<file path="config.mk">
export PLATFORM = sky130hd
export DESIGN_NAME = disp_msg_scheduler
export DESIGN_NICKNAME = d
export VERILOG_FILES = /design/src/rtl/disp_msg_scheduler.sv
export SDC_FILE = /design/constraint.sdc
export NUM_CORES = 1
export LEC_CHECK = 0
export BUFFER_PORTS_ARGS = -buffer_cell sky130_fd_sc_hd__buf_4
export CAP_MARGIN = 20
export CORE_UTILIZATION = 42
export DETAILED_ROUTE_END_ITERATION = 16
export GPL_TIMING_DRIVEN = 0
export SLEW_MARGIN = 20
export SYNTH_ARGS = -nofsm -noshare
export SYNTH_HDL_FRONTEND = slang
export SYNTH_SLANG_ARGS = --single-unit
</file>
<file path="constraint.sdc">
create_clock -name Clk -period 4.3 [get_ports Clk]
set_input_delay 0.43 -clock Clk [delete_from_list [all_inputs] [get_ports Clk]]
set_output_delay 0.43 -clock Clk [all_outputs]
set_load 0.1 [all_outputs]
</file>
<file path="src/rtl/disp_msg_scheduler.sv">
// Message scheduler for the 4-digit 7-segment display.
// Gathers UART Rx characters into a buffer, commits them on CR, then shows
// either a static left-justified window or a circular scroll of the message.
module disp_msg_scheduler #(
    parameter int unsigned DEPTH      = 16,
    parameter int unsigned SCROLL_DIV = 25000000
) (
    input  logic       Clk,
    input  logic       reset,
    input  logic       rx_valid,
    input  logic [7:0] rx_data,
    input  logic       scroll_en,
    output logic [3:0] bcd1,
    output logic [3:0] bcd2,
    output logic [3:0] bcd3,
    output logic [3:0] bcd4,
    output logic [1:0] state,
    output logic [4:0] msg_len,
    output logic       overflow
);

    localparam int unsigned AW = $clog2(DEPTH);
    localparam int unsigned LW = $clog2(DEPTH + 1);
    localparam int unsigned PW = $clog2(SCROLL_DIV);
    localparam logic [3:0]  BLANK = 4'hF;

    typedef enum logic [1:0] {
        S_IDLE = 2'b00,
        S_RECV = 2'b01,
        S_SHOW = 2'b10
    } state_t;

    state_t          r_state;
    logic [LW-1:0]   r_wptr;
    logic [LW-1:0]   r_len;
    logic [LW-1:0]   r_pos;
    logic [PW-1:0]   r_presc;
    logic            r_ovf;
    logic [15:0]     r_win;
    logic [3:0]      r_buf [DEPTH];

    logic            w_is_char;
    logic            w_is_cr;
    logic [3:0]      w_code;
    logic            w_buf_we;
    logic [AW-1:0]   w_buf_addr;
    logic [LW:0]     w_sum [4];
    logic [15:0]     w_win_show;
    logic [15:0]     w_win_commit;
    logic            w_long;
    logic            w_step;

    // Map the received byte to a display code or a commit request
    always_comb begin
        w_is_char = 1'b0;
        w_is_cr   = 1'b0;
        w_code    = BLANK;
        if (rx_valid) begin
            if (rx_data >= 8'h30 && rx_data <= 8'h39) begin
                w_is_char = 1'b1;
                w_code    = rx_data[3:0];
            end else if (rx_data == 8'h2D) begin
                w_is_char = 1'b1;
                w_code    = 4'hA;
            end else if (rx_data == 8'h20) begin
                w_is_char = 1'b1;
                w_code    = BLANK;
            end else if (rx_data == 8'h0D) begin
                w_is_cr = 1'b1;
            end
        end
    end

    // Buffer write port: slot 0 when a new message starts, else the write pointer
    always_comb begin
        w_buf_we   = 1'b0;
        w_buf_addr = '0;
        if (w_is_char) begin
            if (r_state == S_RECV) begin
                w_buf_we   = (r_wptr < LW'(DEPTH));
                w_buf_addr = AW'(r_wptr);
            end else begin
                w_buf_we   = 1'b1;
                w_buf_addr = '0;
            end
        end
    end

    // Message storage; contents are don't-care until written
    always_ff @(posedge Clk) begin
        if (w_buf_we) begin
            r_buf[w_buf_addr] <= w_code;
        end
    end

    // Display windows: scrolled/padded view of the committed message, and the
    // pos=0 view of the message being committed right now
    always_comb begin
        w_long       = (r_len > LW'(4));
        w_win_show   = {4{BLANK}};
        w_win_commit = {4{BLANK}};
        for (int k = 0; k < 4; k++) begin
            w_sum[k] = {1'b0, r_pos} + (LW+1)'(k);
            if (w_sum[k] >= {1'b0, r_len}) begin
                w_sum[k] = w_sum[k] - {1'b0, r_len};
            end
            if (w_long) begin
                w_win_show[(15 - 4*k) -: 4] = r_buf[AW'(w_sum[k])];
            end else if (LW'(k) < r_len) begin
                w_win_show[(15 - 4*k) -: 4] = r_buf[AW'(k)];
            end
            if (LW'(k) < r_wptr) begin
                w_win_commit[(15 - 4*k) -: 4] = r_buf[AW'(k)];
            end
        end
    end

    // Scroll step strobe: prescaler at terminal count while scrolling is enabled
    always_comb begin
        w_step = scroll_en && w_long && (r_presc == PW'(SCROLL_DIV - 1));
    end

    // Receive / show state machine with registered display outputs
    always_ff @(posedge Clk or negedge reset) begin
        if (!reset) begin
            r_state <= S_IDLE;
            r_wptr  <= '0;
            r_len   <= '0;
            r_pos   <= '0;
            r_presc <= '0;
            r_ovf   <= 1'b0;
            r_win   <= {4{BLANK}};
        end else begin
            case (r_state)
                S_IDLE: begin
                    if (w_is_char) begin
                        r_state <= S_RECV;
                        r_wptr  <= LW'(1);
                    end
                end
                S_RECV: begin
                    if (w_is_char) begin
                        if (r_wptr < LW'(DEPTH)) begin
                            r_wptr <= r_wptr + LW'(1);
                        end else begin
                            r_ovf <= 1'b1;
                        end
                    end else if (w_is_cr && (r_wptr != '0)) begin
                        r_len   <= r_wptr;
                        r_pos   <= '0;
                        r_presc <= '0;
                        r_ovf   <= 1'b0;
                        r_win   <= w_win_commit;
                        r_state <= S_SHOW;
                    end
                end
                S_SHOW: begin
                    if (w_is_char) begin
                        // New message preempts any pending scroll step
                        r_state <= S_RECV;
                        r_wptr  <= LW'(1);
                    end else begin
                        r_win <= w_win_show;
                        if (w_step) begin
                            r_presc <= '0;
                            r_pos   <= (r_pos == r_len - LW'(1)) ? '0 : r_pos + LW'(1);
                        end else if (scroll_en && w_long) begin
                            r_presc <= r_presc + PW'(1);
                        end
                    end
                end
                default: begin
                    r_state <= S_IDLE;
                end
            endcase
        end
    end

    // Output mapping from registered state
    assign bcd1     = r_win[15:12];
    assign bcd2     = r_win[11:8];
    assign bcd3     = r_win[7:4];
    assign bcd4     = r_win[3:0];
    assign state    = r_state;
    assign msg_len  = 5'(r_len);
    assign overflow = r_ovf;

endmodule

</file>
# [After elaboration in Yosys (flattened, before gate mapping)]
# Memory sizes are Yosys's and may differ from the RTL's.
# Cells that the tools add are included.
[totals] elab_cells=130 reg_bits=59 inputBits=12 output_inout_bits=24 mem_count=1 ramBits=64
[classes] muxes=61 add_sub_neg=11 bitwise=1 n_reduce_logical=17 magnitude_cmp=16 eq_ne=16
[mem_list] name="r_buf" depth=16 word_bits=4 rd=8 rd_ports_with_merged_regs=0 wr=1 line="40" rtl="logic [3:0] r_buf [DEPTH];"
[ops] operator="$mux 25" count=5
[ops] operator="$mux 4" count=20
[ops] operator="$pmux 25 s2" count=1
[ops] operator="$mux 16" count=3
[ops] operator="$mux 5" count=8
[ops] operator="$pmux 16 s2" count=1
[ops] operator="$add 25x1->25 const B" count=1
[ops] operator="$eq 25x25->1 const B" count=1
[ops] operator="$lt 1x5->1 const A" count=4
[ops] operator="$lt 2x5->1 const A" count=4
[ops] operator="$pmux 5 s2" count=2
[ops] operator="$ge 6x5->1" count=3
[ops] operator="$eq 8x6->1 const B" count=2
[ops] operator="$mux 1" count=16
[ops] operator="$sub 4x4->4" count=4
[ops] operator="$add 5x2->6 const B" count=2
[ops] operator="$add 5x1->5 const B" count=2
[ops] operator="$ne 2x2->1 const B" count=5
[ops] operator="$reduce_and 5->1" count=2
[ops] operator="$reduce_and 3->1" count=3
[ops] operator="$eq 8x4->1 const B" count=1
[ops] operator="$ge 8x6->1 const B" count=1
[ops] operator="$le 8x6->1 const B" count=1
[ops] operator="$reduce_and 4->1" count=2
[ops] operator="19 further kinds" count=28

# [Depth between registers and ports, before layout]
[logic_depth] depth_word=10 depth_mapped=16 mapped_depth_nobuf=15

# [Worst setup path after synthesis]
# Ideal clock, no wire load.
[synth_path] path_kind="reg-to-reg" start="reg r_len[1], in the netlist msg_len[1]" end="reg r_win[13]" synth_period_minus_slack_ns=3.988 slack_ns=0.312 stages_incl_launch_ff=14 required_ns=4.212 setup_time_ns=0.088 n_path_buf=2 arrival_time_ns=3.900 cell_sequence="dfrtp_1 > inv_1 > ha_1 > nand2b_1 > o21ai_1 > a31o_2 > mux2i_1 > buf_2 > buf_2 > mux2i_1 > mux2i_1 > mux2_2 > a221oi_1 > o21ai_0"
[synth_via] elab_chain_cells=6 elab_cells_between_ends=10 classes_between="add/sub (1); order compare (3); mux (5); memory (1)"
[synth_lines] element="start: declaration" line="35" rtl="logic [LW-1:0] r_len;"
[synth_lines] element="start signal: assignment" line="149" rtl="r_len <= r_wptr;"
[synth_lines] element="$sub 4x4->4 / $ge 5x5->1 (equally long branches)" line="105, 104"
[synth_lines] element="$mux 4" line="104" rtl="if (w_sum[k] >= {1'b0, r_len}) begin"
[synth_lines] element="$mem_v2 16x4"
[synth_lines] element="$mux 4 (*)" line="107" rtl="if (w_long) begin"
[synth_lines] element="$mux 16 (*)" line="158" rtl="if (w_is_char) begin"
[synth_lines] element="$pmux 16 s2 (*)" line="134" rtl="case (r_state)"
[synth_lines] element="end signal: assignment" line="132" rtl="r_win <= {4{BLANK}};"
[synth_lines] element="end signal: assignment" line="153" rtl="r_win <= w_win_commit;"
[synth_lines] element="end signal: assignment" line="163" rtl="r_win <= w_win_show;"
[synth_lines] element="end: declaration" line="39" rtl="logic [15:0] r_win;"
# Mark *: on every way between the ends. The rest lies on a longest branch, timed or not. The select of a mux whose other input is x is not followed.
# A chain may end at the register's enable or synchronous reset.

# [Worst setup path after layout]
[layout_path] start="reg r_pos[0]" end="reg r_win[1]"
[layout_via] elab_chain_cells=7 elab_cells_between_ends=8 classes_between="add/sub (2); order compare (1); mux (4); memory (1)"
[layout_lines] element="start: declaration" line="36" rtl="logic [LW-1:0] r_pos;"
[layout_lines] element="start signal: assignment" line="166" rtl="r_pos <= (r_pos == r_len - LW'(1)) ? '0 : r_pos + LW'(1);"
[layout_lines] element="$add 5x2->6 (*)" line="103" rtl="w_sum[k] = {1'b0, r_pos} + (LW+1)'(k);"
[layout_lines] element="$ge 6x5->1 / $sub 4x4->4 (equally long branches)" line="104, 105"
[layout_lines] element="$mux 4 (*)" line="104"
[layout_lines] element="$mem_v2 16x4 (*)"
[layout_lines] element="$mux 4 (*)" line="107"
[layout_lines] element="$mux 16 (*)" line="158"
[layout_lines] element="$pmux 16 s2 (*)" line="134"
# Marks and branches as above.

==> summary.txt <==
Status
  • Status: complete, no violations

Setup path
  • Critical path arrival: 4.51 ns
  • Critical Path RT: 4.63 ns
  • Maximum fanout along the worst path: 10
  • Worst setup path class: flip-flop to flip-flop
  • Nature of the critical path endpoint: flip-flop
  • Critical Path Source Type: flip-flop

Logic synthesis
  • Synth Area in XOR/XNOR: 0.02893
  • Synth unique cells: 71
  • Synth Area in Simple Gates: 0.1912
  • Synth Warn #: 0
  • Synth Register Bits: 123
  • Syn_area_per_cell: 9.147 µm²
  • Mapped Cells: 960
  • Main combinational cell family by area after synthesis: simple AND/OR/NAND/NOR gates
  • Post-synth EDFFs: 64
  • Synth Cell Area: 8781 µm²
  • Complex-gate fraction of the synthesized area: 0.1881
  • Post-Synth Adder-Cell Area: 0.04759
  • Ranking of synthesized cells by area: edfxtp_1 22%, dfrtp_1 12%, mux2i_1 9.7%
  • Yosys top cell by area: edfxtp_1
  • Synth top cells by count: 136 x nand2_1, 85 x mux2i_1, 77 x o21ai_0, 67 x nor2_1, 64 x edfxtp_1
  • Post-Synthesis Net Count: 1003
  • Ys flop type: edfxtp_1
  • Post-synthesis mux area share: 0.1204
  • Post-synth top area share: 0.2189
  • Post-synthesis sequential area ratio: 0.3893
  • Most common cell in the netlist: nand2_1
  • Post-synth ARST share: 0.4797

STA
  • Count of final setup violators: 0
  • Final period utilization: 0.9719
  • Rel. slew slack: 0.3988
  • Setup ws final: 0.1206 ns
  • Clock Skews: 0.01193 ns
  • Maximum clock rate: 239.3 MHz
  • Post-route minimum period: 4.179 ns
  • Worst-Margin Slew: 0.8979 ns
  • Final Slew Violations: 0
  • Fin. Hold Viols: 0
  • Worst hold margin: 0.09288 ns
  • Sum of negative setup slack: 0 ns

CTS
  • Clock Latency Late Sink: 0.42 ns
  • Total CTS buffers: 17
  • CTS tree: built
  • # Post-CTS Setup Buffers: 0
  • CTS clock-pin slew for the worst setup and hold paths: 0.06 ns
  • # hold bufs at CTS: 0
  • CTS max path bufs: 2
  • H-tree levels: 4
  • CTS Sinks: 123
  • CTS root buffer: clkbuf_16

Global routing
  • GR Util All Layers: 0.2602
  • Number of global-route vias before repair: 7399
  • Total grt overflow: 0
  • Initial antenna violation count: 0
  • First-pass GRT wire length: 42.66 mm
  • Largest net degree at the start of global routing: 60

Finish
  • Fin nets: 1056
  • P&R area growth vs syn: 13.99%
  • Final cell count without fillers: 1295
  • Share of cells above drive strength 1: 0.1454
  • Multi-input gate area: 5119 µm²
  • Fillcell total: 1932
  • FF/Latch Area: 3421 µm²
  • ANT cells: 0

Pwr
  • Leak: 3.928 nW
  • PD cells: 310.3 nW/µm²
  • Peak supply drop: 0.0002924 V

Routing
  • Vias per inst: 6.106
  • DRC viols: 0
  • WL final: 27.33 mm
  • First drt pass iteration count: 7
  • WL/cell: 21.11 µm
  • Initial DRC Count: 865
  • Vias post-DR: 7907
  • Routed Antenna Nets: 0

Placement
  • Placed wire-length estimate: 20.65 mm
  • Port Buffers: 35
  • Setup slack at placement: -0.5556 ns
  • Dpl cells: 1266
  • RePlAce Congestion: 1.033

Floorplanning
  • Initial Util: 0.4312
  • # rows: 52
  • IO Pins: 36
  • Die width: 146.6 µm
  • Core area: 20360 µm²
  • DIE AREA: 21490 µm²
  • Die H: 146.6 µm

Job
  • # Max-Cap Violations: 0

Hold path
  • Worst min path class: input port to asynchronous set/reset pin
[kinds of logic after synthesis]
family / Yosys count
AOI/OAI and AO/OA: 259
DFF: 123
adders and majority gates: 31
xor gates and xnor gates: 29
buffers and inverters: 66
and+or+nand+nor: 353
muxes: 99
[through the flow]
| stage | cell area, µm² | total power [mW] | utilization |
|---|---|---|---|
| 2_1_floorplan | 8781 | 1.661 | - |
| 4_1_cts | 9961 | 3.122 | 0.4891 |
| 6_report | 10010 | 3.106 | 0.4915 |
| 3_3_place_gp | 9382 | 1.789 | 0.4607 |
| 3_5_place_dp | 9397 | 1.791 | 0.4614 |
| 5_1_grt | 10010 | 3.208 | 0.4915 |
[metal layers]
metal,vias to the layer above,track usage,part of all wire
met5,-,0,0
met4,0,0.1177,0.035
met2,378,0.4000,0.45
met1,3787,0.3613,0.44
met3,59,0.03875,0.076
li1,3683,-,-
[flip-flops by register name, indices dropped and copies added (netlist names)]
name / cells
r_buf: 64
msg_len: 5
r_win: 16
r_presc: 25
overflow: 1
r_wptr: 5
r_pos: 5
state: 2
[area by class of cell]
class                      instances  share of cell area
multi-input combinational        771              0.5114
sequential                       123              0.3417
clock buffer                      23             0.04887
tap                              270             0.03375
timing repair buffer              36             0.02738
buffer                            45             0.02363
inverter                          19            0.007125
clock inverter                     8            0.006125
[path summary, 6_finish.rpt]
check / slack [ns] / depth (start not counted) / endpoint / from
max: 0.12 / 15 / r_win[1] / r_pos[0]
min: 0.09 / 1 / r_pos[2] / reset
max reg2reg: 0.12 / 15 / r_win[1] / r_pos[0]
min reg2reg: 0.50 / 2 / r_win[9] / r_win[9]
max in group asynchronous: 3.66 / 1 / msg_len[1] / reset
min in group Clk: 0.41 / 5 / state[0] / rx_data[5]
[timing repair]
action / CTS / global route
resized for setup: 6 / 16
pin swaps: 0 / 0
endpoints found under the setup margin: 8 / 10
cloned: 0 / 0
[cell usage in the layout (no fill, tap or decap), types with 20 or more instances in the layout]
| master | synthesis | layout |
|---|---|---|
| a211oi_1 | 20 | 20 |
| clkbuf_1 | 24 | 22 |
| nor2_1 | 67 | 67 |
| nand2_1 | 136 | 136 |
| edfxtp_1 | 64 | 64 |
| a21oi_1 | 48 | 45 |
| o21ai_0 | 77 | 76 |
| ha_1 | 27 | 26 |
| buf_4 | 1 | 37 |
| dfrtp_1 | 43 | 41 |
| nand3_1 | 43 | 42 |
| mux2i_1 | 85 | 84 |
[worst max-delay path, cell delays in order (launching register included)]
cell	delay, ns
dfrtp_1	0.52
clkbuf_4	0.29
inv_1	0.11
ha_2	0.44
inv_1	0.16
fa_1	0.44
nor2_1	0.12
a21oi_1	0.08
a21oi_2	0.28
buf_2	0.27
nor3b_1	0.07
o21ai_0	0.43
nor2_1	0.18
a22oi_1	0.22
nand4_1	0.20
o221ai_1	0.24
[where the power goes]
| group | internal (mW) | total, mW | leakage, nW | switching (mW) |
|---|---|---|---|---|
| Sequential | 1.28 | 1.31 | 1.35 | 0.0312 |
| Combinational | 0.112 | 0.460 | 2.32 | 0.348 |
| Clock | 0.801 | 1.33 | 0.265 | 0.534 |
(Power assumes the default switching activity.)
